### src/rtl/mult_iter_hs_if.sv
// mult_iter_hs_if: operand/result valid-ready bundle for mult_iter_hs
interface mult_iter_hs_if #(parameter int WL = 9);
    logic in_valid, in_ready, is_signed, out_valid, out_ready, busy;
    logic [WL-1:0] A, B;
    logic [2*WL-1:0] Sum;
    modport master (output in_valid, is_signed, A, B, out_ready, input in_ready, out_valid, Sum, busy);
    modport slave (input in_valid, is_signed, A, B, out_ready, output in_ready, out_valid, Sum, busy);
endinterface

### src/rtl/mult_iter_hs.sv
// mult_iter_hs: iterative radix-2 shift-add multiplier, sign-magnitude, valid/ready on both sides
module mult_iter_hs #(parameter int WL = 9) (
    input logic clk,
    input logic rst_n,
    mult_iter_hs_if.slave io
);
    localparam int CW = $clog2(WL);
    typedef enum logic [1:0] {IDLE, CALC, DONE} state_t;
    state_t state, state_nxt;
    logic [2*WL-1:0] acc, mcand, acc_nxt, sum;
    logic [WL-1:0] mplier, mag_a, mag_b;
    logic [CW-1:0] cnt;
    logic neg, last;
    assign mag_a = (io.is_signed & io.A[WL-1]) ? -io.A : io.A;
    assign mag_b = (io.is_signed & io.B[WL-1]) ? -io.B : io.B;
    assign last = cnt == CW'(WL-1);
    assign acc_nxt = acc + (mplier[0] ? mcand : '0);
    always_ff @(posedge clk or negedge rst_n)
        if (!rst_n) state <= IDLE;
        else state <= state_nxt;
    always_comb begin
        state_nxt = state;
        if (state == IDLE && io.in_valid) state_nxt = CALC;
        else if (state == CALC && last) state_nxt = DONE;
        else if (state == DONE && io.out_ready) state_nxt = IDLE;
    end
    // the multiplicand shifts left so the current weight is always mcand itself
    always_ff @(posedge clk or negedge rst_n) begin
        if (!rst_n) begin
            acc <= '0;
            mcand <= '0;
            mplier <= '0;
            cnt <= '0;
            neg <= 1'b0;
            sum <= '0;
        end else if (state == IDLE) begin
            if (io.in_valid) begin
                acc <= '0;
                mcand <= {{WL{1'b0}}, mag_a};
                mplier <= mag_b;
                cnt <= '0;
                neg <= io.is_signed & (io.A[WL-1] ^ io.B[WL-1]);
            end
        end else if (state == CALC) begin
            acc <= acc_nxt;
            mcand <= mcand << 1;
            mplier <= mplier >> 1;
            cnt <= cnt + CW'(1);
            if (last) sum <= neg ? -acc_nxt : acc_nxt;
        end
    end
    assign io.in_ready = state == IDLE;
    assign io.out_valid = state == DONE;
    assign io.busy = state != IDLE;
    assign io.Sum = sum;
endmodule

### src/flat_wrapper.sv
// flat-port wrapper written by rule: the top's interface ports become plain ports
module mult_iter_hs_flat 
#(parameter int WL = 9)
  (clk, rst_n, io_in_valid, io_is_signed, io_A, io_B, io_out_ready, io_in_ready, io_out_valid, io_Sum, io_busy);
  mult_iter_hs_if #(.WL(WL)) io_i ();
  input logic clk;
  input logic rst_n;
  input wire logic [$bits(io_i.in_valid)-1:0] io_in_valid;
  input wire logic [$bits(io_i.is_signed)-1:0] io_is_signed;
  input wire logic [$bits(io_i.A)-1:0] io_A;
  input wire logic [$bits(io_i.B)-1:0] io_B;
  input wire logic [$bits(io_i.out_ready)-1:0] io_out_ready;
  output wire logic [$bits(io_i.in_ready)-1:0] io_in_ready;
  output wire logic [$bits(io_i.out_valid)-1:0] io_out_valid;
  output wire logic [$bits(io_i.Sum)-1:0] io_Sum;
  output wire logic [$bits(io_i.busy)-1:0] io_busy;
  assign io_i.in_valid = io_in_valid;
  assign io_i.is_signed = io_is_signed;
  assign io_i.A = io_A;
  assign io_i.B = io_B;
  assign io_i.out_ready = io_out_ready;
  assign io_in_ready = io_i.in_ready;
  assign io_out_valid = io_i.out_valid;
  assign io_Sum = io_i.Sum;
  assign io_busy = io_i.busy;
  mult_iter_hs #(.WL(WL)) u_core (.clk(clk), .rst_n(rst_n), .io(io_i));
endmodule
### config.mk
export PLATFORM = sky130hd
export DESIGN_NAME = mult_iter_hs_flat
export DESIGN_NICKNAME = d
export VERILOG_FILES = /design/src/rtl/mult_iter_hs_if.sv /design/src/rtl/mult_iter_hs.sv /design/src/flat_wrapper.sv
export SDC_FILE = /design/constraint.sdc
export NUM_CORES = 1
export LEC_CHECK = 0
export ABC_AREA = 1
export CELL_PAD_IN_SITES_DETAIL_PLACEMENT = 1
export CELL_PAD_IN_SITES_GLOBAL_PLACEMENT = 1
export CORE_MARGIN = 5
export CORE_UTILIZATION = 35
export CTS_CLUSTER_SIZE = 28
export DETAILED_ROUTE_END_ITERATION = 8
export GPL_ROUTABILITY_DRIVEN = 0
export PLACE_DENSITY = 0.65
export RECOVER_POWER = 50
export SLEW_MARGIN = 20
export SYNTH_ARGS = -nofsm -noshare
export SYNTH_HDL_FRONTEND = slang
export SYNTH_SLANG_ARGS = --single-unit
### constraint.sdc
create_clock -name clk -period 3.47 [get_ports clk]
set_input_delay 0.8675 -clock clk [delete_from_list [all_inputs] [get_ports clk]]
set_output_delay 0.8675 -clock clk [all_outputs]
set_load 0.03 [all_outputs]
### Word-level counts from Yosys, hierarchy flattened

Cells that the tools add are included.

* bits in registers: 70
* input bits: 23

* $add $sub $neg: 5
* equal/unequal tests: 4
* multiplexer cells: 19
* bitwise gates (word level): 5
* reduce and logical (&&, ||, !) cells: 10

Operator list (count)
* 18-bit two-way mux: 8
* 9-bit two-way mux: 5
* 18-bit adder: 1
* 18-bit negator: 1
* 9-bit negator: 2
* 4-bit two-way mux: 3
* 2-bit two-way mux: 3
* 4-bit by 1-bit adder with 4-bit output, second input constant: 1
* 4-bit == test, second input constant: 1
* 2-bit AND reduction: 2
* 2-bit nonzero test: 2
* 1-bit AND: 3
* 1-bit logical AND: 3
* 3-bit AND reduction: 1
* 3-bit nonzero test: 1
* 2-bit by 1-bit == test with 1-bit output, second input constant: 1
* 2-bit == test, second input constant: 1
* 2-bit zero test: 1
* 2-bit inequality test, second input constant: 1
* 1-bit NOT: 1
* 1-bit XOR: 1

### Logic depth before layout (Yosys ltp)

Gate-level depths: netlist (run 1).

* depth after elaboration: 5
* gate-level depth with buffers: 22
* depth with buffers taken out: 21

### Worst setup path before layout (run 1)

OpenSTA, ideal clock, no wires.

* kind: register -> register
* start point: reg u_core.mplier[0]
* end point: reg u_core.sum[14], in the netlist u_core.io.Sum[14]
* arrival time: 2.491 ns
* data required time: 3.351 ns
* setup slack: 0.860 ns
* stages on the path, launching flop included: 18
* buffers on the path: 1
* cells stage by stage: dfrtp_1 -> clkbuf_1 -> nand2_1 -> inv_1 -> ha_1 -> inv_1 -> fa_1 -> ha_1 -> nand2_1 -> nand3b_4 -> nor2_2 -> nand3_1 -> nor2_2 -> nand2_1 -> nand2_2 -> nand3_1 -> nand3_1 -> nand2_1

* longest elaborated chain between the ends: 4

Ends and longest elaborated chain
* start, declared: RTL line mult_iter_hs.sv:11 `logic [WL-1:0] mplier, mag_a, mag_b;`
* start signal, assigned: RTL line mult_iter_hs.sv:40 `mplier <= mag_b;`
* start signal, assigned: RTL line mult_iter_hs.sv:47 `mplier <= mplier >> 1;`
* 18-bit two-way mux *: RTL line mult_iter_hs.sv:17 `assign acc_nxt = acc + (mplier[0] ? mcand : '0);`
* 18-bit adder *: RTL line mult_iter_hs.sv:17
* 18-bit negator: RTL line mult_iter_hs.sv:49 `if (last) sum <= neg ? -acc_nxt : acc_nxt;`
* 18-bit two-way mux *: RTL line mult_iter_hs.sv:49
* end signal, assigned: RTL line mult_iter_hs.sv:49
* end, declared: RTL line mult_iter_hs.sv:10 `logic [2*WL-1:0] acc, mcand, acc_nxt, sum;`

Mark *: on every way between the ends. The rest lies on a longest branch, timed or not.
A chain may end at the register's enable or synchronous reset.

### Final worst setup path (run 1)

* start point: reg u_core.state[1]
* end point: reg u_core.mplier[2]

* longest elaborated chain between the ends: 3
* elaborated cells on any way between the ends: 6
* those cells by class: eq/ne (2); mux (1); reduce/logical (3)

Ends and longest elaborated chain
* start, declared: RTL line mult_iter_hs.sv:9 `state_t state, state_nxt;`
* start signal, assigned: RTL line mult_iter_hs.sv:20 `else state <= state_nxt;`
* 2-bit by 1-bit == test with 1-bit output / 2-bit zero test (equally long branches): RTL line mult_iter_hs.sv:44, mult_iter_hs.sv:36
* 2-bit nonzero test (no source line) / 2-bit inequality test (equally long branches)
* 2-bit AND reduction (no source line)

Parallel ways exist; a longest one is shown, timed or not.

==> reports/results.ini, run 1 <==
[route]
vias = 4706
drtIter0Drc = 241
postRouteAntennaNets = 0
viasPerCell = 4.98
drt_first_pass_iters = 4
drc = 0
wl_per_cell_um = 16.4
wl_um = 15500

[clock_network]
cts_setup_buffers = 0
clock_sinks = 70
cts_buffer_depth = 2
cts_root_buffer = clkbuf_16
clock_latency_ns = 0.35
cts-resized-gates = 0
hold_buffers = 0
htreeDepth = 3
cts_tree = done
clk_pin_slew_ns = 0.06
cts-buffers-inserted = 9

[finish]
final_cell_mix = 219 x nand2_1, 106 x inv_1, 71 x o21ai_0
n_antenna_cell = 0
final_util_pct = 42.6
finish.net_count = 806
layout-drive-gt1-share_pct = 10.5
layout_commonest_cell = nand2_1
syn_to_final_growth_pct = 19.4
final_area_um2 = 5880

[global_routing]
first_global_vias = 5005
overflow = 0
grt_max_degree = 33
grt_pass1_wl_um = 26200
track_usage_pct = 20.0
antenna_found_initial = 0

[die]
initial_utilization_pct = 35.7
ios = 44
fp-row-count = 43
die_x_um = 129
core_um2 = 13800
dieArea_um2 = 16600
die_y_um = 129

[logic_synthesis]
synth.area.mux_share_pct = 0
yosys.area_share.adder_pct = 5.99
synth_warnings = 0
syn_inst = 714
synth_top_area_share_pct = 35.5
synth_simple_gate_area_share_pct = 32.9
ys_async_sr_fraction_pct = 100
syn-num-nets = 760
postSynthAreaPerCell_um2 = 6.90
ys_seq_area_share_pct = 35.5
synthDistinctLibCells = 35
ys_seq_elements = 70
synth_top_family_by_area = simple AND/OR/NAND/NOR gates
yosys.area.top_type = dfrtp_1
synth_xor_area_share_pct = 2.84
synth_compound_area_share_pct = 12.4
synth_edf_count = 0
synth_area_um2 = 4930
synth_ff_type = dfrtp_1
synthTopCellsByArea = dfrtp_1 36%, nand2_1 17%, inv_1 8.0%

[critical_path]
r2r_cells = 9
cp.arrival_ns = 3.17
worstPathMaxFanout = 23
critPathCapture = u_core.mplier[2]
setup.worst_path.start_class = register
startpoint = u_core.state[1]
r2r_start = u_core.state[1]
rrSetupSlack_ns = 0.57
crit_required_ns = 3.74
r2r_end = u_core.mplier[2]
end_kind = register
path_class = register to register

[place]
numPortBuffers = 43
place_area_um2 = 5590
dp_hpwl_um = 12100

[hold_path]
hold_path.class = register to register

[sta]
worst_pin_slew_ns = 1.30
max_freq_ghz = 0.344
rsz0062_at_grt = no
slew_headroom_pct = 13.3
clock_skew_ns = 0.00811
finalCritPeriodShare_pct = 83.7
period_minus_slack_ns = 2.90
final_hold_viol_count = 0
slew_violations = 0
setup_viol = 0
setup-tns-final_ns = 0

[outcome]
outcome = complete, no violations

[power_and_ir_drop]
ir_worst_vdd_mv = 0.234
power.total_mw = 1.88
leakage_nw = 3.17
power.density_nw_per_um2 = 320

[flow_run]
max_cap_violations = 0

==> worst min-delay path by stage <==
stage                           start                 to  slack (ns)  depth (start not counted)
global placement    u_core.io.Sum[14]  u_core.io.Sum[14]        0.47                          2
global route           u_core.acc[14]     u_core.acc[14]        0.52                          2
finish               u_core.io.Sum[3]   u_core.io.Sum[3]        0.49                          2
CTS                  u_core.io.Sum[3]   u_core.io.Sum[3]        0.49                          2
floorplan            u_core.mplier[4]   u_core.mplier[4]        0.45                          2
detailed placement   u_core.io.Sum[8]   u_core.io.Sum[8]        0.47                          2
==> sequential cells by signal, summed over array words and instances, names as in the netlist <==
register / cells
u_core.mplier: 9
u_core.state: 2
u_core.acc: 18
u_core.io.Sum: 18
u_core.mcand: 18
u_core.cnt: 4
u_core.neg: 1
==> synth_stat cells, types with 2 or more instances <==
| cell | n |
|---|---|
| o31ai_1 | 3 |
| inv_1 | 105 |
| o221ai_1 | 2 |
| clkinv_1 | 3 |
| nor2_2 | 5 |
| nor2_1 | 33 |
| and2_1 | 4 |
| nand4_1 | 8 |
| clkbuf_1 | 15 |
| o21ai_0 | 71 |
| nor3_1 | 6 |
| nand3_1 | 36 |
| nor2_4 | 4 |
| xnor2_1 | 3 |
| nand2_1 | 219 |
| inv_2 | 12 |
| nand2_2 | 27 |
| o22ai_1 | 12 |
| dfrtp_1 | 70 |
| nand3b_1 | 2 |
| xor2_1 | 13 |
| ha_1 | 22 |
| nand3_2 | 8 |
| o21ai_1 | 3 |
| a21oi_1 | 17 |
| nand2_4 | 2 |
==> metrics by stage <==
stage / cells / setup slack, ns / hold WS (ns)
2_1_floorplan: 714 / 0.860 / 0.448
3_3_place_gp: 929 / 0.775 / 0.467
3_5_place_dp: 929 / 0.711 / 0.474
4_1_cts: 945 / 0.636 / 0.493
5_1_grt: 945 / 0.203 / 0.519
6_report: 945 / 0.567 / 0.486
==> per-layer routing <==
layer  global-route usage [%]  up-vias  routed length, µm
li1                         -     2354                  -
met1                     28.6     2275               7780
met2                     31.6       62               7070
met3                     3.45       15                443
met4                     5.06        0                178
met5                        0        -                  0
==> cell families after synthesis <==
kind of cell / Yosys count
xor+xnor: 16
flops: 70
buf+inv: 136
simple gates: 356
fa+ha+maj: 23
compound gates: 113
==> final cells by class <==
class,instances,area (µm²)
timing repair buffer,51,470
sequential,70,1750
tap,180,225
inverter,120,450
fill,1776,7940
multi-input combinational,508,2670
clock inverter,5,65.1
clock buffer,11,253
==> report_power, final <==
part	total [mW]	internal, mW	switching, mW
Clock	0.992	0.604	0.388
Combinational	0.0768	0.0325	0.0443
Sequential	0.816	0.816	0
Total	1.88	1.45	0.433
==> critical path, cell delays in order (launching register included) <==
cell and delay, ns:
dfrtp_1 0.41, nor2_1 0.25, clkbuf_1 0.66, nand2_1 0.28, inv_1 0.37, nor2_2 0.07
buf_4 0.25, inv_2 0.26, o221ai_1 0.17, o21ai_0 0.10
Power figures use the tool's default switching activity.
==> run 2: changes to the inputs <==
==> constraint.sdc (replaced) <==
create_clock -name clk -period 3 [get_ports clk]
set_input_delay 0.75 -clock clk [delete_from_list [all_inputs] [get_ports clk]]
set_output_delay 0.75 -clock clk [all_outputs]
set_load 0.03 [all_outputs]
==> run 2 against run 1 <==
Effect of this change:
- power rose by 9.5%
- clock skew barely moved
- register-to-register slack got worse by 0.32 ns
- first-iteration DRC count fell by 15%
- highest routed layer unchanged
==> reports/results.ini, run 2 (same netlist as run 1, synthesis figures left out) <==
[route]
drt_first_pass_iters = 4  ; unchanged
viasPerCell = 4.89  ; -1.9%
postRouteAntennaNets = 0  ; unchanged
wl_per_cell_um = 15.8  ; -3.4%
vias = 4638  ; -1.4%
drc = 0  ; unchanged
wl_um = 15000  ; -3.0%
drtIter0Drc = 204  ; -15%

[power_and_ir_drop]
leakage_nw = 3.16  ; about the same
power.density_nw_per_um2 = 352  ; +9.8%
ir_worst_vdd_mv = 0.223  ; -4.7%

[global_routing]
grt_max_degree = 37  ; +12%
grt.busiest_layer = met2
met1_usage_pct = 27.5  ; -1.0 points
antenna_found_initial = 0  ; unchanged
grt_use_met2_pct = 31.5  ; -0.12 points
grt_pass1_wl_um = 25600  ; -2.0%
first_global_vias = 5045  ; +0.80%
overflow = 0  ; unchanged
grt_util_met3_pct = 3.36  ; -0.083 points
track_usage_pct = 19.5  ; -0.50 points

[critical_path]
end_kind = register
cp.arrival_ns = 2.98  ; -0.19 ns
crit_required_ns = 3.23  ; -0.51 ns
setup.worst_path.start_class = register
path_class = register to register
worstPathMaxFanout = 4  ; -83%

[finish]
n_antenna_cell = 0  ; unchanged
final_cell_mix = 219 x nand2_1, 106 x inv_1, 71 x o21ai_0
layout_commonest_cell = nand2_1
layout-drive-gt1-share_pct = 10.7  ; +0.21 points
final_util_pct = 42.5  ; -0.10 points
syn_to_final_growth_pct = 19.1
finish.net_count = 810  ; +0.50%

[die]
die_x_um = 129  ; unchanged
die_y_um = 129  ; unchanged
core_um2 = 13800  ; unchanged
initial_utilization_pct = 35.7  ; unchanged
ios = 44  ; unchanged
dieArea_um2 = 16600  ; unchanged
fp-row-count = 43  ; unchanged

[sta]
max_freq_ghz = 0.363  ; +5.4%
finalCritPeriodShare_pct = 91.8  ; +8.1 points
rsz0062_at_grt = no
slew_violations = 0  ; unchanged
worst_pin_slew_ns = 1.28  ; -0.0173 ns
setup-tns-final_ns = 0  ; unchanged
setup_viol = 0  ; unchanged
clock_skew_ns = 0.00827  ; +0.000159 ns
slew_headroom_pct = 14.4  ; +1.2 points
final_hold_viol_count = 0  ; unchanged
period_minus_slack_ns = 2.75  ; -0.150 ns

[clock_network]
cts_tree = done
cts-resized-gates = 0  ; unchanged
cts_setup_buffers = 0  ; unchanged
cts_root_buffer = clkbuf_16
cts_buffer_depth = 2  ; unchanged
cts-buffers-inserted = 9  ; unchanged
htreeDepth = 3  ; unchanged
clock_latency_ns = 0.34  ; about the same
clk_pin_slew_ns = 0.06  ; about the same
hold_buffers = 0  ; unchanged
clock_sinks = 70  ; unchanged

[hold_path]
hold_path.class = register to register

[place]
numPortBuffers = 43  ; unchanged
dp_hpwl_um = 12000  ; -1.3%

[outcome]
outcome = complete, no violations

[flow_run]
max_cap_violations = 0  ; unchanged

==> run 2: critical path, stage by stage, from the launching register on <==
cell,delay (ns)
dfrtp_1,0.39
nand2_1,0.07
inv_1,0.05
ha_1,0.17
inv_1,0.06
fa_1,0.41
inv_1,0.14
nand2_1,0.11
nand2_2,0.13
nand2_2,0.09
nor2_4,0.10
nand3_2,0.09
nor2_4,0.11
nand3_1,0.10
nor2_2,0.16
nor2_1,0.10
nor2_1,0.11
nand2_1,0.06
nand3_1,0.13
nand2_1,0.07
==> run 2: through the flow <==
| stage | hold WS, ns | power, mW | cells | setup slack [ns] | cell area, µm² |
|---|---|---|---|---|---|
| 6_report | 0.486 | 2.06 | 949 | 0.247 | 5870 |
| 5_1_grt | 0.507 | 2.15 | 949 | 0.0126 | 5870 |
| 2_1_floorplan | 0.448 | 0.988 | 714 | 0.390 | 4930 |
| 3_5_place_dp | 0.474 | 1.06 | 933 | 0.272 | 5620 |
| 3_3_place_gp | 0.465 | 1.05 | 933 | 0.391 | 5620 |
| 4_1_cts | 0.325 | 2.10 | 949 | 0.228 | 5900 |
==> run 2: layer usage <==
| layer | vias to the layer above | routed length, µm |
|---|---|---|
| met5 | - | 0 |
| met4 | 0 | 172 |
| met3 | 13 | 384 |
| met2 | 54 | 6850 |
| met1 | 2213 | 7600 |
| li1 | 2358 | - |
==> run 2: cell type report <==
| cell class | instances | area, µm² |
|---|---|---|
| clock buffers | 9 | 225 |
| clock inverters | 7 | 55.1 |
| fillers | 1809 | 7960 |
| inverters | 120 | 450 |
| multi-input cells | 508 | 2670 |
| flip-flops and latches | 70 | 1750 |
| well taps | 180 | 225 |
| repair buffers | 55 | 497 |
==> run 2: worst paths after layout <==
kind                                   from                 to  slack [ns]  depth (start not counted)
setup / recovery           u_core.mplier[0]  u_core.io.Sum[11]        0.25                         19
hold / removal             u_core.io.Sum[2]   u_core.io.Sum[2]        0.49                          2
setup reg to reg           u_core.mplier[0]  u_core.io.Sum[11]        0.25                         19
hold reg to reg            u_core.io.Sum[2]   u_core.io.Sum[2]        0.49                          2
max in group asynchronous             rst_n     u_core.acc[14]        0.96                          2
min in group asynchronous             rst_n   u_core.io.Sum[1]        0.51                          1
==> run 2: report_power, final <==
group	internal [mW]	switching (mW)	leakage (nW)	total, mW
Combinational	0.0373	0.0509	2.24	0.0882
Clock	0.571	0.461	0.139	1.03
Sequential	0.944	0	0.790	0.944
Total	1.55	0.512	3.16	2.06
==> run 3: changes to the inputs <==
--- a/config.mk
+++ b/config.mk
@@ -12,8 +12,9 @@
 export CORE_UTILIZATION = 35
 export CTS_CLUSTER_SIZE = 28
 export DETAILED_ROUTE_END_ITERATION = 8
+export DONT_BUFFER_PORTS = 1
 export GPL_ROUTABILITY_DRIVEN = 0
-export PLACE_DENSITY = 0.65
+export PLACE_DENSITY = 0.59
 export RECOVER_POWER = 50
 export SLEW_MARGIN = 20
 export SYNTH_ARGS = -nofsm -noshare
==> run 3 against run 2 <==
Effect of this change:
- clock skew rose by 0.00096 ns
- count of clock-buffer cells in the layout unchanged
- first-iteration DRC count fell by 20%
- core utilization fell by 2.7 points
- worst hold slack got worse by 0.39 ns
- flip-flop and latch count did not move
- largest cell class unchanged
- largest power group unchanged
==> reports/results.ini, run 3 (same netlist as run 1, synthesis figures left out) <==
[outcome]
outcome = complete, no violations

[global_routing]
overflow = 0  ; unchanged
grt_pass1_wl_um = 25000  ; -2.7%
antenna_found_initial = 0  ; unchanged
first_global_vias = 4849  ; -3.9%
track_usage_pct = 19.2  ; -0.38 points
grt_max_degree = 71  ; +92%

[sta]
period_minus_slack_ns = 2.71  ; -0.0475 ns
setup_viol = 0  ; unchanged
clock_skew_ns = 0.00923  ; +0.000959 ns
slew_headroom_pct = 56.1  ; +42 points
slew_violations = 0  ; unchanged
setup-tns-final_ns = 0  ; unchanged
worst_pin_slew_ns = 0.658  ; -0.625 ns
rsz0062_at_grt = no
finalCritPeriodShare_pct = 90.2  ; -1.6 points
final_hold_viol_count = 0  ; unchanged
max_freq_ghz = 0.370  ; +1.8%

[clock_network]
cts_buffer_depth = 2  ; unchanged
cts-buffers-inserted = 9  ; unchanged
hold_buffers = 0  ; unchanged
htreeDepth = 3  ; unchanged
cts_tree = done
cts_root_buffer = clkbuf_16
clk_pin_slew_ns = 0.06  ; about the same
clock_latency_ns = 0.34  ; about the same
clock_sinks = 70  ; unchanged

[critical_path]
crit_cells = 19  ; unchanged
crit_chain = nand2_1 > inv_1 > ha_1 > inv_1 > fa_1 > inv_1 > nand2_1 > nand2_2 > nand2_2 > nor2_4 > nand3_2 > nor2_4 > nand3_1 > nor2_2 > nand2_2 > nand2_4 > nand3_1 > nand3_1 > nand2_1
cp_slowest_cell = dfrtp_2
cpPeakStageDelay_ns = 0.42  ; about the same
path_delay_family = simple AND/OR/NAND/NOR gates
path_class = register to register
crit_required_ns = 3.22  ; about the same
cp.arrival_ns = 2.93  ; -0.05 ns
r2r_cells = 19  ; unchanged
setup.worst_path.start_class = register
path_buf_inv = 3  ; unchanged
worstPathMaxFanout = 8  ; +4
end_kind = register

[finish]
syn_to_final_growth_pct = 11.5
layout-drive-gt1-share_pct = 11.5  ; +0.83 points
finish.net_count = 763  ; -5.8%
final_cell_mix = 219 x nand2_1, 106 x inv_1, 71 x o21ai_0
layout_commonest_cell = nand2_1
fill_cells = 1753  ; -3.1%
n_antenna_cell = 0  ; unchanged

[power_and_ir_drop]
power.density_nw_per_um2 = 409  ; +16%
p_sw_mw = 0.477  ; -6.9%
ir_worst_vdd_mv = 0.368  ; +65%
p_seq_share_pct = 42.0  ; -3.7 points
netSwitchingFraction_pct = 21.2  ; -3.6 points
pwr-share-clk_pct = 56.6  ; +6.6 points
pwr-share-comb_pct = 1.5  ; -2.8 points
intPower_mw = 1.77  ; +14%
leakage_nw = 3.02  ; -4.5%
power.total_mw = 2.25  ; +8.9%

[route]
vias = 4529  ; -2.4%
postRouteAntennaNets = 0  ; unchanged
wl_um = 14900  ; -0.98%
wl_per_cell_um = 16.5  ; +4.2%
drc = 0  ; unchanged
viasPerCell = 5.02  ; +2.7%
drt_first_pass_iters = 4  ; unchanged
drtIter0Drc = 164  ; -20%

[die]
ios = 44  ; unchanged
fp-row-count = 43  ; unchanged
dieArea_um2 = 16600  ; unchanged
initial_utilization_pct = 35.7  ; unchanged
die_x_um = 129  ; unchanged
core_um2 = 13800  ; unchanged
die_y_um = 129  ; unchanged

[flow_run]
max_cap_violations = 0  ; unchanged

[place]
dp_hpwl_um = 11500  ; -4.2%
numPortBuffers = 0  ; -100%

[hold_path]
hold_path.class = input pin to async pin

[run 3: final cells by class]
cell class | count | area, µm² | area share [%]
Timing Repair Buffer | 8 | 51.3 | 0.933
Sequential cell | 70 | 1750 | 31.9
Clock inverter | 7 | 123 | 2.23
Inverter | 120 | 450 | 8.19
Tap cell | 180 | 225 | 4.10
Clock buffer | 9 | 225 | 4.10
Multi-Input combinational cell | 508 | 2670 | 48.6
[run 3: power by group through the flow]
stage / Sequential, mW / Clock (mW) / Combinational [mW]
global placement: 0.961 / 0 / 0.0326
CTS: 0.944 / 1.31 / 0.0333
detailed placement: 0.962 / 0 / 0.0332
global route: 0.943 / 1.35 / 0.0389
floorplan: 0.962 / 0 / 0.0266
finish: 0.944 / 1.27 / 0.0331
[run 3: timing repair]
action	CTS	global route
endpoints found under the setup margin	0	4
resized for setup	0	1
buffers inserted	0	0
endpoints found under the hold margin	0	0
[run 3: path summary, 6_finish.rpt]
| check | from | endpoint | slack [ns] |
|---|---|---|---|
| min in group clk | u_core.mplier[6] | u_core.mplier[6] | 0.49 |
| max in group asynchronous | rst_n | u_core.mplier[0] | 2.79 |
| min | rst_n | u_core.mplier[6] | 0.10 |
| max reg2reg | u_core.mplier[0] | u_core.io.Sum[15] | 0.29 |
| min reg2reg | u_core.mplier[6] | u_core.mplier[6] | 0.49 |
| max | u_core.mplier[0] | u_core.io.Sum[15] | 0.29 |
[run 3: worst register-to-register path, stage by stage (launching register included)]
cell     delay [ns]
dfrtp_2        0.42
nand2_1        0.07
inv_1          0.05
ha_1           0.15
inv_1          0.05
fa_1           0.40
inv_1          0.12
nand2_1        0.09
nand2_2        0.13
nand2_2        0.08
nor2_4         0.09
nand3_2        0.09
nor2_4         0.12
nand3_1        0.10
nor2_2         0.17
nand2_2        0.10
nand2_4        0.09
nand3_1        0.07
nand3_1        0.12
nand2_1        0.08
[run 3: per-stage QoR]
stage | hold slack (ns) | util (%) | worst slack (ns) | instances | instance area, µm²
floorplan | 0.448 | - | 0.390 | 714 | 4930
global placement | 0.456 | 37.3 | 0.316 | 886 | 5160
detailed placement | 0.457 | 37.3 | 0.234 | 886 | 5160
CTS | 0.0832 | 39.8 | 0.208 | 902 | 5510
global route | 0.0843 | 39.8 | 0.0101 | 902 | 5500
finish | 0.101 | 39.8 | 0.294 | 902 | 5500
[run 3: metal layers]
metal / part of all wire (%) / vias to the layer above / track usage, %
li1: - / 2268 / -
met1: 49 / 2177 / 26.2
met2: 45 / 67 / 30.5
met3: 4.2 / 17 / 4.07
met4: 2.0 / 0 / 5.93
met5: 0 / - / 0
